<file path="src/rtl/sync_fifo_param.sv">
// sync_fifo_param: parametrised single-clock FIFO with programmable
// almost-full/almost-empty thresholds, a fill-level output and sticky
// overflow/underflow flags.
// Optional macro FIFO_FWFT_EN selects first-word-fall-through output;
// when undefined, reads have a 1-cycle latency.
module sync_fifo_param #(
    parameter int unsigned FIFO_WIDTH = 32,
    parameter int unsigned FIFO_DEPTH = 8,
    parameter int unsigned AF_LEVEL   = FIFO_DEPTH - 2,
    parameter int unsigned AE_LEVEL   = 1,
    localparam int unsigned CW        = $clog2(FIFO_DEPTH) + 1
) (
    input  logic                  clk,
    input  logic                  rst_n,
    input  logic [FIFO_WIDTH-1:0] data_in,
    input  logic                  w_en,
    input  logic                  r_en,
    input  logic                  clr_err,
    output logic [FIFO_WIDTH-1:0] data_out,
    output logic                  empty,
    output logic                  full,
    output logic                  almost_empty,
    output logic                  almost_full,
    output logic [CW-1:0]         fill_level,
    output logic                  overflow,
    output logic                  underflow
);

    localparam int unsigned AW = $clog2(FIFO_DEPTH);

    // Reject illegal configurations at elaboration time
    if (!((AE_LEVEL < AF_LEVEL) && (AF_LEVEL <= FIFO_DEPTH))) begin : g_bad_thresholds
        $error("sync_fifo_param: thresholds must satisfy AE_LEVEL < AF_LEVEL <= FIFO_DEPTH");
    end
    if ((FIFO_DEPTH < 2) || ((FIFO_DEPTH & (FIFO_DEPTH - 1)) != 0)) begin : g_bad_depth
        $error("sync_fifo_param: FIFO_DEPTH must be a power of 2 and at least 2");
    end

    logic [FIFO_WIDTH-1:0] mem [FIFO_DEPTH];
    logic [AW-1:0]         wr_ptr;
    logic [AW-1:0]         rd_ptr;
    logic [AW-1:0]         wr_ptr_nxt;
    logic [AW-1:0]         rd_ptr_nxt;
    logic [CW-1:0]         fill_nxt;
    logic                  rd_acc;
    logic                  wr_acc;
    logic                  overflow_nxt;
    logic                  underflow_nxt;

    // Acceptance: a read needs data; a write needs space or a same-cycle pop
    always_comb begin
        rd_acc = r_en & ~empty;
        wr_acc = w_en & (~full | rd_acc);
    end

    // Next pointers, fill level and sticky error flags
    always_comb begin
        wr_ptr_nxt = wr_ptr;
        rd_ptr_nxt = rd_ptr;
        fill_nxt   = fill_level;
        if (wr_acc) begin
            wr_ptr_nxt = wr_ptr + AW'(1);
        end
        if (rd_acc) begin
            rd_ptr_nxt = rd_ptr + AW'(1);
        end
        unique case ({wr_acc, rd_acc})
            2'b10:   fill_nxt = fill_level + CW'(1);
            2'b01:   fill_nxt = fill_level - CW'(1);
            default: fill_nxt = fill_level;
        endcase
        // A new error in the clearing cycle wins over the clear
        overflow_nxt  = (overflow  & ~clr_err) | (w_en & ~wr_acc);
        underflow_nxt = (underflow & ~clr_err) | (r_en & ~rd_acc);
    end

    // Storage array; contents are intentionally not reset
    always_ff @(posedge clk) begin
        if (wr_acc) begin
            mem[wr_ptr] <= data_in;
        end
    end

    // Pointers, fill level and status flags, all from the post-update count
    always_ff @(posedge clk or negedge rst_n) begin
        if (!rst_n) begin
            wr_ptr       <= '0;
            rd_ptr       <= '0;
            fill_level   <= '0;
            empty        <= 1'b1;
            full         <= 1'b0;
            almost_empty <= 1'b1;
            almost_full  <= 1'b0;
            overflow     <= 1'b0;
            underflow    <= 1'b0;
        end else begin
            wr_ptr       <= wr_ptr_nxt;
            rd_ptr       <= rd_ptr_nxt;
            fill_level   <= fill_nxt;
            empty        <= (fill_nxt == '0);
            full         <= (fill_nxt == CW'(FIFO_DEPTH));
            almost_empty <= (fill_nxt <= CW'(AE_LEVEL));
            almost_full  <= (fill_nxt >= CW'(AF_LEVEL));
            overflow     <= overflow_nxt;
            underflow    <= underflow_nxt;
        end
    end

`ifdef FIFO_FWFT_EN
    logic [FIFO_WIDTH-1:0] head_c;

    // Next head word; bypass the write data when it lands in the head slot
    always_comb begin
        head_c = mem[rd_ptr_nxt];
        if (wr_acc && (wr_ptr == rd_ptr_nxt)) begin
            head_c = data_in;
        end
    end

    // Registered fall-through stage: always shows the head while non-empty
    always_ff @(posedge clk or negedge rst_n) begin
        if (!rst_n) begin
            data_out <= '0;
        end else if (fill_nxt != '0) begin
            data_out <= head_c;
        end
    end
`else
    // Standard read port: data appears one cycle after the accepted read
    always_ff @(posedge clk or negedge rst_n) begin
        if (!rst_n) begin
            data_out <= '0;
        end else if (rd_acc) begin
            data_out <= mem[rd_ptr];
        end
    end
`endif

endmodule
</file>
<file path="config.mk">
export PLATFORM = sky130hd
export DESIGN_NAME = sync_fifo_param
export DESIGN_NICKNAME = d
export VERILOG_FILES = /design/src/rtl/sync_fifo_param.sv
export SDC_FILE = /design/constraint.sdc
export NUM_CORES = 1
export LEC_CHECK = 0
export ABC_AREA = 1
export CAP_MARGIN = 20
export CELL_PAD_IN_SITES_DETAIL_PLACEMENT = 1
export CELL_PAD_IN_SITES_GLOBAL_PLACEMENT = 2
export CORE_ASPECT_RATIO = 1.1
export CORE_MARGIN = 2
export CORE_UTILIZATION = 35
export CTS_CLUSTER_SIZE = 16
export DETAILED_ROUTE_END_ITERATION = 10
export PLACE_DENSITY_LB_ADDON = 0.1
export SYNTH_ARGS = -nofsm -noshare
export SYNTH_HDL_FRONTEND = slang
export SYNTH_SLANG_ARGS = --single-unit
</file>
<file path="constraint.sdc">
create_clock -name clk -period 3.2 [get_ports clk]
set_input_delay 0.96 -clock clk [delete_from_list [all_inputs] [get_ports clk]]
set_output_delay 0.96 -clock clk [all_outputs]
set_load 0.005 [all_outputs]
</file>
After elaboration in Yosys (flattened, before gate mapping):

Memory sizes are Yosys's and may differ from the RTL's. A register that Yosys moved wholly into a read port is not among the register bits.
Index checks and enable logic that the tools add are counted.
Widths: inputs -> output; s select.

* flip-flop bits (word level): 16
* RAM bits: 256
* output and inout port bits: 42
* memories kept: 1

* add/sub/neg operators: 4
* $lt $le $gt $ge: 2
* equal/unequal tests: 3
* mux-type cells: 3
* bitwise gates (word level): 14
* reduce and logical (&&, ||, !) cells: 2

Memory list
* mem: depth 8, bits a word 32, read ports 1, clocked after memory_dff 1, wr ports 1, RTL line 39 `logic [FIFO_WIDTH-1:0] mem [FIFO_DEPTH];`

Operators by type and width (count)
* $pmux 4 s2: 1
* $add 3x1->3 const B: 2
* $and 1x1->1: 6
* $not 1->1: 5
* $add 4x1->4 const B: 1
* $eq 4x4->1 const B: 1
* $ge 4x3->1 const B: 1
* $le 4x1->1 const B: 1
* $logic_not 4->1: 1
* $sub 4x1->4 const B: 1
* $or 1x1->1: 3
* $eq 2x1->1 const B: 1
* $eq 2x2->1 const B: 1
* $mux 1: 2
* $logic_not 1->1: 1

Logic depth before layout (Yosys ltp):

Gate-level depths: netlist of the first run.

* word-level depth: 7
* depth in mapped cells: 17

Worst setup path before layout of the first run:

OpenSTA, ideal clock, no wires.

* kind: input to register
* from: input r_en
* to: memory mem[0][0], enable pin
* library setup time: 0.421 ns
* arrival: 3.021 ns
* path slack: -0.242 ns
* cell stages on the path: 7
* buffers on the path: 0
* path through: inv_1 > nor2_1 > inv_2 > nand2_1 > nand2_1 > or2_2 > nor2_1

* longest elaborated chain between the ends: 5

Ends and longest elaborated chain
* from (decl): RTL line 17 `input logic r_en,`
* $and 1x1->1: RTL line 52 `rd_acc = r_en & ~empty;`
* $or 1x1->1: RTL line 53 `wr_acc = w_en & (~full | rd_acc);`
* $and 1x1->1: RTL line 53
* $mux 1: RTL line 79 `if (wr_acc) begin`
* $mux 1 (implied by the code): RTL line 80 `mem[wr_ptr] <= data_in;`
* to (decl): RTL line 39

No other way between the ends.

Final worst setup path of the first run:

* from: input r_en
* to: register full

* longest elaborated chain between the ends: 6
* elaborated cells between the ends (all ways): 7
* those cells by class: eq/ne: 3; mux: 1; bitwise: 3

Ends and longest elaborated chain
* $and 1x1->1 (*): RTL line 52
* $or 1x1->1: RTL line 53
* $and 1x1->1: RTL line 53
* $eq 2x1->1 or $eq 2x2->1 (tied branches): RTL line 67 `unique case ({wr_acc, rd_acc})`
* $pmux 4 s2 (*): RTL line 67
* net fill_nxt[1]: RTL line 44 `logic [CW-1:0] fill_nxt;`
* $eq 4x4->1 (*): RTL line 101 `full <= (fill_nxt == CW'(FIFO_DEPTH));`
* to (signal assigned): RTL line 101
* to (decl): RTL line 21 `output logic full,`

The timed path passes the listed nets; every way through them passes the cells marked *.
A chain may end at the register's enable or synchronous reset.

==> results_dict.tcl, run 1 <==
set metrics [dict create \
    outcome "finished clean" \
    crit_start "r_en" \
    cts_resized 0 \
    dp_hpwl_um 18100 \
    wl_per_cell_um 19.0 \
    worstHoldPathType "input port to asynchronous set/reset pin" \
    crit_buf_inv 5 \
    critical_path.max_fanout 4 \
    setup_viol 0 \
    place_congestion 0.738 \
    reg2reg_from "empty" \
    fin_tns_setup_ns 0 \
    critical_path.top_delay_family "buffers and inverters" \
    max_cap_violations 0 \
    crit_path_end_kind "flop" \
    syn_nets 1037 \
    grt_pass1_wl_um 46200 \
    max-slew-margin-rel_pct 50.6 \
    syn_area_um2 12200 \
    cts_buffer_depth 3 \
    hold_viol 0 \
    synth-seq-cells 304 \
    crit_arrival_ns 3.00 \
    ir_worst_vdd_uv 344 \
    clock-sinks 304 \
    async_reset_ff_share_pct 15.8 \
    vias 7476 \
    ff2ff_setup_slack_ns 1.05 \
    slew_viol_final 0 \
    yosys.area_share.simple_pct 9.76 \
    cpPeakStageDelay_ns 0.48 \
    synth-main-ff-cell "edfxtp_1" \
    yosysWarnings 0 \
    criticalPathCategory "input port to flop" \
    synth_edf_count 256 \
    period_needed_ns 2.60 \
    port_buffers 78 \
    fin_cells 1549 \
    netlist_instances 995 \
    fmax_ghz 0.384 \
    ys_types 21 \
    clk_pin_slew_worst_paths_ns 0.06 \
    yosysSeqAreaShare_pct 72.9 \
    crit_chain "clkdlybuf4s50_1, inv_1, nor2_4, inv_2, nand2_1, nand2_1, ha_1, nor2_1, nor2_1, ha_1, inv_1, o21ai_0, inv_1, nand4_1, nor2_1" \
    dieWidth_um 182 \
    layout-drive-gt1-share_pct 9.00 \
    root_buffer "clkbuf_16" \
    power_density_nw_per_um2 912 \
    dr.pass1.iters 5 \
    grt_pass1_vias 7846 \
    synth_xor_area_share_pct 0.359 \
    worstReg2RegEnd "full" \
    cts_made_buffers 34 \
    diodes 0 \
    drtIter0Drc 446 \
    remaining_drc_errors 0 \
    synth_compound_area_share_pct 9.48 \
    core_um2 34300 \
    placed_cells_incl_taps 1488 \
    htree_levels 2 \
    syn2layout_area_growth_pct 22.0 \
    grt_max_degree 100 \
    start_kind "input port" \
    finalPower_mw 13.6 \
    cp.required_ns 3.60 \
    ios 79 \
    synth_top_family_by_area "simple AND/OR/NAND/NOR gates" \
    rr_worst_depth 14 \
    clk_latency_ns 0.51 \
    worst_pin_slew_ns 0.741 \
    rsz0062_at_grt "no" \
    finClkSkew_ns 0.00835 \
    nNetsFinal 1128 \
    ant_nets 0 \
    p_leak_nw 5.69 \
    rows 71 \
    initial_core_util_pct 35.6 \
    die_h_um 200 \
    post_cts_buffers 0 \
    routed_via_density 4.83 \
    synth_mux_area_share_pct 0 \
    avgSynthCellArea_um2 12.3 \
    cts_tree "yes" \
    crit_cells 15 \
    endpoint "full" \
    synth_fa_ha_area_share_pct 0.513 \
    grtUsageTotal_pct 16.8 \
    die_area_um2 36300 \
    routed_wl_um 29500 \
    grt_overflow_total 0 \
    period_share_pct 81.4 \
    slowest_stage "clkdlybuf4s50_1" \
    postCtsHoldBufs 0 \
    grt_antenna_before_repair 0 \
]
[power by group]
part,internal (mW),switching (mW),total [mW]
Sequential,5.08,0.473,5.56
Clock,2.49,1.55,4.04
Combinational,1.57,2.40,3.97
[worst register-to-register path, delay by kind of cell (launching register included)]
kind,cells,cell delay [ns]
DFF,1,0.59
and+or+nand+nor,7,0.49
adders and majority gates,2,0.48
buffers and inverters,4,0.24
AOI/OAI and AO/OA,1,0.21
[flip-flops by register name, summed over array words and instances, names as in the netlist, 3 cells and up]
register,cells
mem,256
data_out,32
fill_level,4
rd_ptr,3
wr_ptr,3
[routing by layer]
layer | share of wire [%] | GRT usage, % | vias to the layer above | wire [µm]
met2 | 50 | 29.5 | 93 | 14600
met4 | 1.8 | 4.51 | 0 | 538
met1 | 46 | 21.8 | 3705 | 13500
li1 | - | - | 3641 | -
met5 | 0 | 0 | - | 0
met3 | 2.7 | 2.59 | 37 | 791
[cell type report]
class / count / area (µm²)
fillers: 3578 / 19400
multi-input cells: 489 / 2520
clock buffers: 46 / 990
flip-flops and latches: 304 / 8900
repair buffers: 111 / 1200
clock inverters: 15 / 171
well taps: 438 / 548
inverters: 146 / 548
[placed cells by master, fill, tap and decap left out, drive strengths merged, types with 2 or more instances in the layout]
cell           netlist  final
nand2              158    158
clkinv               0     10
clkdlybuf4s50        0     77
ha                   5      5
xor2                 4      4
a21oi               65     65
bufinv               0      4
dfstp                2      2
edfxtp             256    256
nand3              105    105
dfrtp               46     46
o21ai               70     70
o211ai              64     64
nor2                14     14
or2                  2      2
inv                146    146
buf                 40     34
clkbuf              16     46
[per-stage QoR]
stage	area (µm²)	setup WS, ns	hold slack (ns)	utilization, %
after floorplan	12200	-0.242	0.473	-
after global placement	13700	0.0690	0.463	40.0
after detailed placement	13700	0.0585	0.465	40.0
after CTS	14900	0.570	0.482	43.4
after global routing	14900	0.351	0.496	43.4
final	14900	0.597	0.467	43.4
[cells by family (layout without fill, tap and decap cells)]
group,Yosys count,after routing
compound gates,199,199
xor+xnor,5,5
fa+ha+maj,5,5
buf+inv,202,318
flops,304,304
simple gates,280,280
[synth_stat cells, types with 3 or more instances]
master / number / share of area, %
buf_2: 23 / 0.94
o211ai_1: 64 / 3.9
nand3_1: 105 / 4.3
nor2_1: 14 / 0.43
a21oi_1: 65 / 2.7
dfrtp_1: 46 / 9.4
clkbuf_1: 16 / 0.49
inv_1: 145 / 4.5
o21ai_0: 70 / 2.9
xor2_1: 4 / 0.29
edfxtp_1: 256 / 63
ha_1: 5 / 0.51
buf_1: 3 / 0.092
buf_4: 12 / 0.74
nand2_1: 158 / 4.9
[how the worst min path moves through the flow]
stage	startpoint	endpoint	slack (ns)
2_1_floorplan	data_out[0]	data_out[0]	0.47
5_1_grt	data_out[16]	data_out[16]	0.50
3_3_place_gp	data_out[10]	data_out[10]	0.46
4_1_cts	data_out[17]	data_out[17]	0.48
6_report	rst_n	data_out[8]	0.47
3_5_place_dp	data_out[17]	data_out[17]	0.46
Power figures use the tool's default switching activity.
==> run 2, diff against run 1 <==
Clock period 3.2 ns to 2.3 ns, I/O delays scaled along.
==> run 2 against run 1 <==
Effect of this change: cell area grew 0.94%; clock-buffer cell count grew 3; via count grew 2.8%; power grew 40%; non-clock buffer count grew 14; routed wire length grew 3.3%; worst setup slack lost 0.52 ns; clock power grew 32%; combinational power grew 53%; first-iteration DRC count grew 23%; critical path depth shrank 14.
==> results_dict.tcl, run 2 (synthesis gave the netlist of run 1 again) <==
set metrics [dict create \
    routed_wl_um 30500 \
    worst_pin_slew_ns 0.534 \
    final_cell_mix "edfxtp_1, nand2_1, inv_1" \
    cpPeakStageDelay_ns 0.53 \
    critical_path.max_fanout 1 \
    num-fill-cells 3572 \
    p_leak_nw 5.78 \
    groute.layer.met1.usage_pct 24.5 \
    clock-sinks 304 \
    diodes 0 \
    crit_arrival_ns 1.53 \
    place_congestion 0.727 \
    cts_made_buffers 35 \
    cts_buffer_depth 3 \
    dp_hpwl_um 19000 \
    remaining_drc_errors 0 \
    stdcell_area_um2 15000 \
    clk_pin_slew_worst_paths_ns 0.06 \
    grt_pass1_vias 7915 \
    ant_nets 0 \
    grtUsageTotal_pct 17.2 \
    period_needed_ns 2.22 \
    outcome "finished clean" \
    core_um2 34300 \
    cp.required_ns 1.61 \
    slowest_stage "dfstp_2" \
    max_cap_violations 0 \
    period_share_pct 96.6 \
    power_density_nw_per_um2 1270 \
    slew_viol_final 0 \
    dpl_cell_area_um2 13900 \
    worstHoldPathType "input port to asynchronous set/reset pin" \
    crit_chain "clkdlybuf4s50_1" \
    top_usage_layer "met2" \
    grt_max_degree 69 \
    setup_viol 0 \
    clk_latency_ns 0.51 \
    hold_viol 0 \
    top_register "mem" \
    grt_antenna_before_repair 0 \
    largest_reg_flops 256 \
    port_buffers 78 \
    syn2layout_area_growth_pct 23.2 \
    fin_tns_setup_ns 0 \
    vias 7686 \
    layout-drive-gt1-share_pct 10.9 \
    multi_input_area_um2 2550 \
    crit_path_end_kind "output pin" \
    drtIter0Drc 549 \
    htree_levels 2 \
    criticalPathCategory "flop to output pin" \
    grt_overflow_total 0 \
    wl_per_cell_um 19.5 \
    hold_ws_ns 0.172 \
    regArea_um2 8900 \
    start_kind "flop" \
    gr-usage-met2_pct 28.2 \
    dieWidth_um 182 \
    nNetsFinal 1143 \
    ios 79 \
    root_buffer "clkbuf_16" \
    initial_core_util_pct 35.6 \
    ir_worst_vdd_uv 526 \
    critical_path.top_delay_family "flip-flops" \
    dr.pass1.iters 5 \
    cts_tree "yes" \
    fmax_ghz 0.450 \
    max-slew-margin-rel_pct 64.3 \
    layout_commonest_cell "edfxtp_1" \
    routed_via_density 4.91 \
    die_area_um2 36300 \
    grt_pass1_wl_um 47300 \
    finClkSkew_ns 0.0135 \
    grtUsageMet3_pct 2.50 \
    rows 71 \
    die_h_um 200 \
    dp_slack_ns -0.518 \
    rsz0062_at_grt "no" \
    postCtsHoldBufs 0 \
    largest_registers "mem x256, data_out x32, fill_level x4" \
    crit_buf_inv 1 \
    fin_ws_ns 0.0771 \
]
## run 2: worst paths after layout
kind                                    from           end  slack [ns]  cells after the start
worst max-delay path            almost_empty  almost_empty        0.08                      1
worst max register to register         empty         empty        0.18                     15
worst min-delay path                   rst_n   data_out[8]        0.17                      2
min in group clk                        r_en     underflow        0.46                      3
max in group asynchronous              rst_n  almost_empty        1.82                      2
worst min register to register  data_out[16]  data_out[16]        0.48                      2
## run 2: layer usage
layer	up-vias	routed length (µm)
li1	3677	-
met1	3852	14900
met2	116	14100
met3	41	872
met4	0	523
met5	-	0
## run 2: cell type report
type                       instances  area share [%]
sequential                       304            59.3
multi-input combinational        489            17.0
timing repair buffer             125            9.05
clock buffer                      49            6.46
inverter                         146            3.65
tap                              438            3.65
clock inverter                    15           0.917
## run 2: what timing repair did
item	in CTS	in global routing
pin swaps	0	7
resized for setup	0	14
setup buffers	1	1
endpoints found under the setup margin	1	136
## run 2: through the flow
step,util [%],power (mW),std cells
6_report,43.8,19.0,1566
5_1_grt,43.8,20.3,1566
4_1_cts,43.7,19.3,1565
3_5_place_dp,40.4,13.8,1500
3_3_place_gp,40.4,13.8,1500
2_1_floorplan,-,11.1,995
## run 2: power by group
| group | switching (mW) | internal [mW] | total [mW] |
|---|---|---|---|
| Clock | 2.15 | 3.18 | 5.33 |
| Sequential | 0.520 | 7.08 | 7.60 |
| Combinational | 3.65 | 2.42 | 6.07 |
| Total | 6.32 | 12.7 | 19.0 |
